<file path="config.mk">
export PLATFORM = sky130hd
export DESIGN_NAME = acorn_sequencer
export DESIGN_NICKNAME = d
export VERILOG_FILES = /design/src/rtl/acorn_sequencer.sv
export SDC_FILE = /design/constraint.sdc
export NUM_CORES = 1
export LEC_CHECK = 0
export BUFFER_PORTS_ARGS = -buffer_cell sky130_fd_sc_hd__buf_2
export CORE_ASPECT_RATIO = 0.75
export CORE_UTILIZATION = 48
export DETAILED_ROUTE_END_ITERATION = 8
export PLACE_DENSITY = 0.8
export SLEW_MARGIN = 10
export SYNTH_ARGS = -nofsm -noshare
export SYNTH_HDL_FRONTEND = slang
export SYNTH_SLANG_ARGS = --single-unit
</file>
<file path="constraint.sdc">
create_clock -name clk -period 9.1 [get_ports clk]
set_input_delay 1.82 -clock clk [delete_from_list [all_inputs] [get_ports clk]]
set_output_delay 1.82 -clock clk [all_outputs]
set_load 0.03 [all_outputs]
</file>
<file path="src/rtl/acorn_sequencer.sv">
// rtl/acorn_sequencer.sv - phase controller for the bit-serial ACORN-128 datapath
//
// Sequences state clear, key/IV initialization, AD absorption and padding,
// plaintext encryption and padding, and finalization with tag capture.
//
// Ports:
//   clk, rst                 clock, asynchronous active-low reset
//   start                    begin a run (accepted in IDLE or DONE only)
//   key_in, iv_in            128-bit key and IV, stable while busy
//   ad_len, pt_len           AD / plaintext lengths in bits, latched on start
//   ad_valid/ad_bit/ad_ready host AD bit stream
//   pt_valid/pt_bit/pt_ready host plaintext bit stream
//   ks_bit                   keystream bit from the datapath (combinational)
//   ct_bit, ct_valid         ciphertext bit stream to the host
//   state_clr, step_en       datapath clear / advance controls
//   ca_out, cb_out, mbit_out datapath step controls
//   busy                     high in every state except IDLE and DONE
//   tag_out, tag_valid       authentication tag, valid in DONE
module acorn_sequencer #(
  parameter int LEN_W       = 16,
  parameter int INIT_STEPS  = 1792,
  parameter int PAD_STEPS   = 256,
  parameter int FINAL_STEPS = 768
) (
  input  logic             clk,
  input  logic             rst,
  input  logic             start,
  input  logic [127:0]     key_in,
  input  logic [127:0]     iv_in,
  input  logic [LEN_W-1:0] ad_len,
  input  logic [LEN_W-1:0] pt_len,
  input  logic             ad_valid,
  input  logic             ad_bit,
  output logic             ad_ready,
  input  logic             pt_valid,
  input  logic             pt_bit,
  output logic             pt_ready,
  input  logic             ks_bit,
  output logic             ct_bit,
  output logic             ct_valid,
  output logic             state_clr,
  output logic             step_en,
  output logic             ca_out,
  output logic             cb_out,
  output logic             mbit_out,
  output logic             busy,
  output logic [127:0]     tag_out,
  output logic             tag_valid
);

  localparam int K_W = 11;
  localparam logic [K_W-1:0] INIT_LAST  = K_W'(INIT_STEPS - 1);
  localparam logic [K_W-1:0] PAD_LAST   = K_W'(PAD_STEPS - 1);
  localparam logic [K_W-1:0] FINAL_LAST = K_W'(FINAL_STEPS - 1);
  localparam logic [K_W-1:0] TAG_BASE   = K_W'(FINAL_STEPS - 128);
  localparam logic [K_W-1:0] PAD_CA_END = K_W'(128);

  typedef enum logic [3:0] {
    S_IDLE, S_CLR, S_INIT, S_AD, S_AD_PAD, S_ENC, S_ENC_PAD, S_FINAL, S_DONE
  } state_t;

  state_t           state, next_state;
  logic [K_W-1:0]   k;
  logic [LEN_W-1:0] msg_cnt;
  logic [LEN_W-1:0] ad_len_q, pt_len_q;
  logic [127:0]     tag_q;
  logic             init_mbit;

  // Key for the first 128 steps, IV for the next 128, one inverted key bit
  // at step 256, then the key repeated. k[6:0] is k mod 128.
  always_comb begin
    init_mbit = key_in[k[6:0]];
    if (k >= K_W'(128) && k < K_W'(256)) init_mbit = iv_in[k[6:0]];
    else if (k == K_W'(256))             init_mbit = ~key_in[0];
  end

  always_comb begin
    next_state = state;
    state_clr  = 1'b0;
    step_en    = 1'b0;
    ca_out     = 1'b0;
    cb_out     = 1'b0;
    mbit_out   = 1'b0;
    ad_ready   = 1'b0;
    pt_ready   = 1'b0;
    case (state)
      S_IDLE, S_DONE: begin
        if (start) next_state = S_CLR;
      end
      S_CLR: begin
        state_clr  = 1'b1;
        next_state = S_INIT;
      end
      S_INIT: begin
        step_en  = 1'b1;
        ca_out   = 1'b1;
        cb_out   = 1'b1;
        mbit_out = init_mbit;
        if (k == INIT_LAST) next_state = (ad_len_q == '0) ? S_AD_PAD : S_AD;
      end
      S_AD: begin
        ad_ready = 1'b1;
        if (ad_valid) begin
          step_en  = 1'b1;
          ca_out   = 1'b1;
          cb_out   = 1'b1;
          mbit_out = ad_bit;
          if (msg_cnt == ad_len_q - 1'b1) next_state = S_AD_PAD;
        end
      end
      S_AD_PAD: begin
        step_en  = 1'b1;
        ca_out   = (k < PAD_CA_END);
        cb_out   = 1'b1;
        mbit_out = (k == '0);
        if (k == PAD_LAST) next_state = (pt_len_q == '0) ? S_ENC_PAD : S_ENC;
      end
      S_ENC: begin
        pt_ready = 1'b1;
        if (pt_valid) begin
          step_en  = 1'b1;
          ca_out   = 1'b1;
          mbit_out = pt_bit;
          if (msg_cnt == pt_len_q - 1'b1) next_state = S_ENC_PAD;
        end
      end
      S_ENC_PAD: begin
        step_en  = 1'b1;
        ca_out   = (k < PAD_CA_END);
        mbit_out = (k == '0);
        if (k == PAD_LAST) next_state = S_FINAL;
      end
      S_FINAL: begin
        step_en = 1'b1;
        ca_out  = 1'b1;
        cb_out  = 1'b1;
        if (k == FINAL_LAST) next_state = S_DONE;
      end
      default: next_state = S_IDLE;
    endcase
  end

  always_ff @(posedge clk or negedge rst) begin
    if (!rst) begin
      state    <= S_IDLE;
      k        <= '0;
      msg_cnt  <= '0;
      ad_len_q <= '0;
      pt_len_q <= '0;
      tag_q    <= '0;
    end else begin
      state <= next_state;
      // Every phase starts counting from zero, including AD/ENC bit counts.
      if (next_state != state) begin
        k       <= '0;
        msg_cnt <= '0;
      end else if (step_en) begin
        k       <= k + 1'b1;
        msg_cnt <= msg_cnt + 1'b1;
      end
      if ((state == S_IDLE || state == S_DONE) && start) begin
        ad_len_q <= ad_len;
        pt_len_q <= pt_len;
        tag_q    <= '0;
      end
      // The tag is the keystream of the last 128 finalization steps.
      if (state == S_FINAL && k >= TAG_BASE) tag_q[7'(k - TAG_BASE)] <= ks_bit;
    end
  end

  assign ct_bit    = pt_ready & (pt_bit ^ ks_bit);
  assign ct_valid  = pt_ready & pt_valid;
  assign busy      = (state != S_IDLE) && (state != S_DONE);
  assign tag_valid = (state == S_DONE);
  assign tag_out   = tag_q;

endmodule
</file>
After elaboration in Yosys (flattened, before gate mapping)
Cells that the tools add are included.

cells by class
  add/sub/neg operators = 5
  $lt $le $gt $ge = 7
  eq/ne operators = 16
  multiplexer cells = 38
  bitwise gates (word level) = 4
  reduce and logical (&&, ||, !) cells = 17

operators by type and width
  kind                   number
  $mux 128               2
  $bwmux 128             1
  $mux 4                 9
  $eq 16x16->1           2
  $logic_not 16->1       2
  $mux 16                2
  $pmux 4 s8             1
  $sub 16x1->16 const B  2
  $mux 11                2
  $add 16x1->16 const B  1
  $eq 4x3->1 const B     4
  $lt 7x8->1 const B     2
  $bmux 1 s7             2
  $mux 1                 12
  $add 11x1->11 const B  1
  $eq 11x10->1 const B   1
  $eq 11x11->1 const B   1
  $eq 11x8->1 const B    1
  $eq 11x9->1 const B    1
  $ge 11x10->1 const B   1
  $ge 11x8->1 const B    1
  $logic_not 11->1       1
  $lt 11x8->1 const B    1
  $lt 11x9->1 const B    1
  other kinds (24)       33

word-level totals
  flip-flop bits (word level) = 191
  bits of input ports = 296
  logic and storage cells = 93

Longest topological paths before layout
Gate-level depths: netlist of the first run.

  depth after elaboration = 7
  depth in mapped cells = 12
  mapped depth without buffers = 10

Least setup slack after synthesis of the first run
OpenSTA, ideal clock, no wires.

  path kind = input -> output
  from = in key_in[70]
  to = out mbit_out
  arrival = 3,508 ps
  path slack = 3,772 ps
  stages = 8
  buffers on the path = 0
  cells stage by stage = mux4_2 nor2_1 nor2_1 a2111oi_0 a31o_2 o41ai_1 nor4_1 o211ai_1

on the way
  word-level cells in the longest chain between the ends = 5

RTL lines
  element                       line  RTL
  from (decl)                   28    input logic [127:0] key_in,
  $bmux 1 s7                    72    init_mbit = key_in[k[6:0]];
  $mux 1 (implied by the code)  72
  $mux 1                        74    else if (k == K_W'(256)) init_mbit = ~key_in[0];
  $mux 1                        73    if (k >= K_W'(128) && k < K_W'(256)) init_mbit = iv_in[k[6:0]];
  $pmux 1 s4                    86    case (state)
  to (decl)                     45    output logic mbit_out,

Every way passes these cells. The select of a mux whose other input is x is not followed.

Worst setup path in the final report of the first run
  from = reg k[1]
  to = out mbit_out

on the way
  word-level cells in the longest chain between the ends = 5
  elaborated cells on any way between the ends = 12

RTL lines
  element                       line  RTL
  from (decl)                   63    logic [K_W-1:0] k;
  from (signal assigned)        158   k <= k + 1'b1;
  $bmux 1 s7                    72
  $mux 1 (implied by the code)  72
  $mux 1                        74
  $mux 1                        73
  $pmux 1 s4 *                  86

Mark *: on every way between the ends. The rest lies on a longest branch, timed or not. The select of a mux whose other input is x is not followed.

==> summary.txt, run 1 <==
Status
  – Run status: finished clean

Synthesis
  – Post-synth ARST share: 100%
  – Synth warn: 0
  – Most used flip-flop cell after synthesis: dfrtp_1
  – Mapped Cells: 1376
  – Register area share after synthesis: 38.7%
  – Synth Net Count: 1677
  – Top cells by area, synth: dfrtp_1 (39%), o211ai_1 (8.4%), nand3_1 (6.3%), nand2_1 (6.1%), mux2_2 (5.2%)
  – Post-synth EDFFs: 0
  – Mean Syn Cell Area: 8.98 µm²
  – Most common cell in the netlist: nand2_1
  – Netlist cell types: 70
  – Leading area contributor after synthesis: dfrtp_1
  – Synth Cell Area: 12400 µm²
  – Synth Register Bits: 191
  – Yosys top cell area share: 38.7%
  – Synth top cells by count: nand2_1 (201), dfrtp_1 (191), nand3_1 (156)

Critical path
  – R2R setup slack: 4.88 ns
  – Worst setup EP type: primary output
  – CP Class: reg -> out
  – CP Launch Type: flip-flop
  – Worst setup endpoint: mbit_out
  – Reg2Reg Depth: 11
  – Worst EP required: 7.28 ns
  – Critical Path AT: 4.47 ns
  – Critical Path Source: k[1]
  – CP max FO: 53
  – Worst r2r src: ad_len_q[0]
  – Crit Reg-Reg Endpoint: msg_cnt[1]

Timing
  – Final Max Tran Viols: 0
  – Min Clock Period, post-route: 6.29 ns
  – Final period util: 69.1%
  – Slew headroom: 20.9%
  – RSZ-0062 raised after global routing: no
  – Fin Clk Skew: 0.0135 ns
  – Worst setup margin: 2.81 ns
  – Maximum clock frequency: 159 MHz
  – Setup Viol. Count Final: 0
  – Setup TNS: 0 ns
  – Final Hold Fails: 0
  – Least-Margin Pin Slew: 1.18 ns

Global route
  – GRT Total Usage: 41.1%
  – First-pass GRT wire length: 81400 µm
  – Initial antenna violation count: 4
  – Grt ovf: 0
  – Vias in the first global route: 12900
  – Largest net degree at the start of global routing: 112

Power
  – Pwr dens: 200 nW/µm²
  – Peak VDD IR: 0.000161 V
  – Static Leak: 7.50 nW
  – Pwr Total: 3.06 mW

Die
  – Die area: 26400 µm²
  – Die X: 187 µm
  – Die height: 141 µm
  – # rows: 50
  – I/O Pins: 435
  – Placeable core area: 25100 µm²
  – Initial core utilization: 49.2%

Route
  – Routed len/inst: 26.3 µm
  – Remaining DRCs: 0
  – Initial drt markers: 1758
  – ANT nets after route: 0
  – Vias: 13700
  – Drt pass-1 iters: 6
  – Mean number of vias per cell: 6.56
  – WL final: 54800 µm

Clocking
  – Deepest level of the CTS H-tree: 4
  – Clock Tree Root: clkbuf_16
  – Clk slew on worst S/H paths: 0.07 ns
  – Cts repair resizes: 0
  – Skew-Pair Late Insertion Delay: 0.45 ns
  – Longest Clk Path Bufs: 2
  – Postcts setup bufs: 0
  – CTS tree: done
  – Sink Count: 191
  – Cts bufs inserted: 17
  – Post-CTS Hold Fix Bufs: 0

Place
  – DP Worst Slack: 3.43 ns
  – Gp weighted congestion: 0.977
  – Port bufs: 434
  – Post-DP HPWL: 40100 µm

Layout
  – Area Growth Syn to Fin: 24.2%
  – Share of layout cells above drive strength 1: 34.2%
  – Fin nets: 2034

Job
  – Max-cap violations: 0

Hold path
  – HP Class: reg -> reg
## worst max-delay path: stages, from the launching register on
cell and delay, ns:
dfrtp_4 0.69, buf_4 0.71, clkinv_1 0.52, nor3_2 0.57, buf_4 0.41, a221oi_1 0.16
o21ai_0 0.14, nand4_1 0.14, nand4_1 0.15, nand4_1 0.16, o211ai_1 0.12, buf_2 0.24
## through the flow
| step | std cells | util, % | area (µm²) | hold slack, ns |
|---|---|---|---|---|
| 3_5_place_dp | 2052 | 58.7 | 14700 | 0.504 |
| 6_report | 2086 | 61.1 | 15300 | 0.519 |
| 5_1_grt | 2086 | 61.1 | 15300 | 0.546 |
| 2_1_floorplan | 1376 | - | 12400 | 0.515 |
| 4_1_cts | 2083 | 61.1 | 15300 | 0.521 |
| 3_3_place_gp | 2052 | 58.7 | 14700 | 0.501 |
## routing by layer
layer / track usage, % / vias to the layer above / wire (µm)
li1: - / 5890 / -
met1: 56.5 / 6702 / 22500
met2: 62.4 / 957 / 24300
met3: 10.2 / 136 / 5970
met4: 15.7 / 0 / 2000
met5: 0 / - / 0
## registers in the layout (all words and copies together), names as in the netlist
register	flops
pt_len_q	16
k	11
tag_out	128
msg_cnt	16
ad_len_q	16
state	4
## final cells by class
cell class | count | area, µm²
diodes | 3 | 7.51
clock buffers | 20 | 457
clock inverters | 11 | 155
fillers | 2206 | 9750
inverters | 20 | 75.1
multi-input cells | 1048 | 7100
flip-flops and latches | 191 | 4790
well taps | 338 | 423
repair buffers | 455 | 2340
## cells in the final DEF, fill, tap and decap left out, types with 6 or more instances in the layout
cell,netlist,routed
and2_1,6,6
nor3_2,0,6
o211ai_1,139,139
mux2i_1,29,29
xnor2_1,27,27
mux2_2,57,57
a221o_1,13,13
a211oi_1,6,6
nand4_1,17,17
o21ai_0,27,27
mux4_2,14,14
nand2_1,201,200
xor2_1,34,34
or3_1,12,12
a21oi_1,32,32
inv_1,18,18
nor2b_1,10,10
a211oi_2,20,20
nor4_1,17,17
nand3_1,156,156
a221oi_1,34,34
nor2_1,58,57
dfrtp_1,191,188
buf_4,0,22
and3_1,12,12
nor3_1,25,19
nor4b_1,6,6
nand2b_1,11,11
a22oi_1,6,6
buf_2,4,432
clkbuf_16,0,17
## kinds of logic after synthesis
family / after synthesis / share of synthesized area [%]
and+or+nand+nor: 552 / 21.4
AOI/OAI and AO/OA: 330 / 20.7
DFF: 191 / 38.7
buffers and inverters: 137 / 4.33
muxes: 100 / 10.1
xor gates and xnor gates: 61 / 4.33
adders and majority gates: 5 / 0.507
## where the power goes
part / leakage (nW) / switching (mW) / internal [mW]
Clock: 0.291 / 0.348 / 0.450
Combinational: 4.62 / 0.745 / 0.434
Sequential: 2.59 / 0.153 / 0.931
## worst min path at each step
stage / startpoint / to / slack [ns] / depth (start not counted)
2_1_floorplan: ad_len_q[14] / ad_len_q[14] / 0.52 / 1
3_3_place_gp: tag_out[116] / tag_out[116] / 0.50 / 2
3_5_place_dp: tag_out[30] / tag_out[30] / 0.50 / 2
4_1_cts: tag_out[30] / tag_out[30] / 0.52 / 2
5_1_grt: tag_out[7] / tag_out[7] / 0.55 / 2
6_report: tag_out[88] / tag_out[88] / 0.52 / 2
Note: power is estimated with default switching activity, not from simulation.
==> run 2, diff against run 1 <==
- clock period: 9.1 -> 5.95 ns (I/O delays scaled with it)
==> run 2 against run 1 <==
Compared with the run above: sequential cell count did not move; largest power group unchanged; clock skew rose by 0.0039 ns; sequential share of layout area barely moved; critical path depth fell by 2; first-iteration DRC count fell by 6.4%; utilization fell by 0.055 points; clock-buffer cell count did not move; wire length rose by 0.86%; via count barely moved; non-clock buffer count fell by 3; global-route usage rose by 0.43 points.
==> summary.txt, run 2 (synthesis results as in run 1) <==
Clocking
  – Postcts setup bufs: 0 (unchanged)
  – CTS tree: done (unchanged)
  – Longest Clk Path Bufs: 2 (unchanged)
  – Post-CTS Hold Fix Bufs: 0 (unchanged)
  – Skew-Pair Late Insertion Delay: 0.45 ns (about the same)
  – Cts repair resizes: 0 (unchanged)
  – Sink Count: 191 (unchanged)
  – Cts bufs inserted: 17 (unchanged)
  – Deepest level of the CTS H-tree: 4 (unchanged)
  – Clk slew on worst S/H paths: 0.08 ns (was 0.07 ns)
  – Clock Tree Root: clkbuf_16 (unchanged)

Die
  – Die area: 26400 µm² (unchanged)
  – Placeable core area: 25100 µm² (unchanged)
  – I/O Pins: 435 (unchanged)
  – Die X: 187 µm (unchanged)
  – Initial core utilization: 49.2% (unchanged)
  – # rows: 50 (unchanged)
  – Die height: 141 µm (unchanged)

Critical path
  – Worst EP required: 4.76 ns (was 7.28 ns)
  – Worst r2r src: ad_len_q[0] (unchanged)
  – R2R setup slack: 1.70 ns (was 4.88 ns)
  – CP Launch Type: flip-flop (unchanged)
  – Critical Path Source: k[2] (was k[1])
  – Critical Path AT: 3.87 ns (was 4.47 ns)
  – Crit Reg-Reg Endpoint: msg_cnt[0] (was msg_cnt[1])
  – CP max FO: 23 (was 53)
  – CP Class: reg -> out (unchanged)
  – Reg2Reg Depth: 11 (unchanged)
  – Worst setup EP type: primary output (unchanged)
  – Worst setup endpoint: mbit_out (unchanged)

Place
  – Port bufs: 434 (unchanged)
  – Gp weighted congestion: 1.04 (was 0.977)
  – Post-DP HPWL: 40300 µm (was 40100 µm)
  – DP Worst Slack: 1.46 ns (was 3.43 ns)

Layout
  – Area Growth Syn to Fin: 24.1% (was 24.2%)
  – Commonest non-fill, non-tap cells in the layout: buf_2 (432), nand2_1 (200), dfrtp_1 (188), nand3_1 (156), o211ai_1 (139) (unchanged)
  – Number of flip-flops in the largest register: 128 (unchanged)
  – Area of the multi-input gates: 7100 µm² (unchanged)
  – Share of layout cells above drive strength 1: 34.1% (was 34.2%)
  – Commonest non-fill, non-tap cell in the layout: buf_2 (unchanged)
  – Fin nets: 2031 (was 2034)
  – Sequential cell area: 4790 µm² (unchanged)
  – Fillcell total: 2231 (was 2206)

Status
  – Run status: finished clean (unchanged)

Timing
  – Min Clock Period, post-route: 5.06 ns
  – Final Hold Fails: 0 (unchanged)
  – Setup Viol. Count Final: 0 (unchanged)
  – Worst hold slack: 0.520 ns (was 0.519 ns)
  – Worst setup margin: 0.891 ns (was 2.81 ns)
  – Slew headroom: 13.6% (was 20.9%)
  – Setup TNS: 0 ns (unchanged)
  – RSZ-0062 raised after global routing: no (unchanged)
  – Final Max Tran Viols: 0 (unchanged)
  – Least-Margin Pin Slew: 1.29 ns (was 1.18 ns)
  – Final period util: 85.0%
  – Fin Clk Skew: 0.0174 ns (was 0.0135 ns)
  – Maximum clock frequency: 198 MHz

Route
  – WL final: 55300 µm (was 54800 µm)
  – Mean number of vias per cell: 6.57 (was 6.56)
  – Drt pass-1 iters: 6 (unchanged)
  – Remaining DRCs: 0 (unchanged)
  – Vias: 13700 (about the same)
  – ANT nets after route: 0 (unchanged)
  – Initial drt markers: 1645 (was 1758)
  – Routed len/inst: 26.5 µm (was 26.3 µm)

Power
  – Sw frac: 41.4% (was 40.7%)
  – Switching power: 1.94 mW (was 1.25 mW)
  – Pwr dens: 305 nW/µm² (was 200 nW/µm²)
  – Cell Int Power: 2.74 mW (was 1.81 mW)
  – Combinational group share of total power: 38.0% (was 38.5%)
  – Peak VDD IR: 0.000248 V (was 0.000161 V)
  – Static Leak: 7.49 nW (was 7.50 nW)
  – Sequential fraction of design power: 36.0% (was 35.4%)
  – Clock power frac: 26.0% (was 26.1%)

Global route
  – Largest net degree at the start of global routing: 115 (was 112)
  – Grt ovf: 0 (unchanged)
  – Initial antenna violation count: 6 (was 4)
  – Vias in the first global route: 13100 (was 12900)
  – First-pass GRT wire length: 82400 µm (was 81400 µm)
  – GRT Total Usage: 41.5% (was 41.1%)

Job
  – Max-cap violations: 0 (unchanged)

Hold path
  – HP Class: reg -> reg (unchanged)
==> run 2: area by class of cell <==
class                      count  share of cell area [%]
multi-input combinational   1048                    46.3
sequential                   191                    31.2
timing repair buffer         452                    15.2
clock buffer                  20                    2.98
tap                          338                    2.76
clock inverter                12                   0.972
inverter                      20                   0.490
antenna                        4                  0.0653
==> run 2: per-stage QoR <==
| stage | power, mW | area (µm²) | cells | util, % |
|---|---|---|---|---|
| after floorplan | 2.85 | 12400 | 1376 | - |
| after global placement | 3.38 | 14700 | 2049 | 58.6 |
| after detailed placement | 3.42 | 14700 | 2049 | 58.6 |
| after CTS | 4.62 | 15300 | 2081 | 61.0 |
| after global routing | 4.87 | 15300 | 2084 | 61.1 |
| final | 4.68 | 15300 | 2085 | 61.1 |
==> run 2: layer usage <==
metal	part of all wire, %	routed length, µm	track usage [%]	vias to the layer above
met3	12	6400	12.2	153
met1	40	22100	56.0	6674
met5	0.022	12	0	-
li1	-	-	-	5884
met2	44	24300	62.1	976
met4	4.4	2410	17.4	2
==> run 2: power groups by stage <==
stage | logic (mW) | registers, mW | clock network (mW)
final | 1.78 | 1.68 | 1.22
after CTS | 1.73 | 1.68 | 1.22
after floorplan | 1.29 | 1.57 | 0
after detailed placement | 1.72 | 1.70 | 0
after global routing | 1.88 | 1.71 | 1.27
after global placement | 1.69 | 1.69 | 0
==> run 2: worst min-delay path by stage <==
| stage | cells after the start | slack [ns] | end | from |
|---|---|---|---|---|
| after detailed placement | 2 | 0.50 | tag_out[116] | tag_out[116] |
| after global placement | 2 | 0.50 | tag_out[116] | tag_out[116] |
| final | 2 | 0.52 | tag_out[117] | tag_out[117] |
| after CTS | 2 | 0.52 | tag_out[15] | tag_out[15] |
| after global routing | 2 | 0.55 | tag_out[15] | tag_out[15] |
| after floorplan | 1 | 0.52 | ad_len_q[14] | ad_len_q[14] |
==> run 2: critical path: stages (launching register included) <==
cell and delay [ns]:
dfrtp_2 0.51, inv_1 0.45, nor3_2 1.05, a221oi_1 0.25
a221oi_1 0.33, o21ai_0 0.13, o41ai_1 0.10, nor4_1 0.10
o211ai_1 0.24, buf_2 0.24
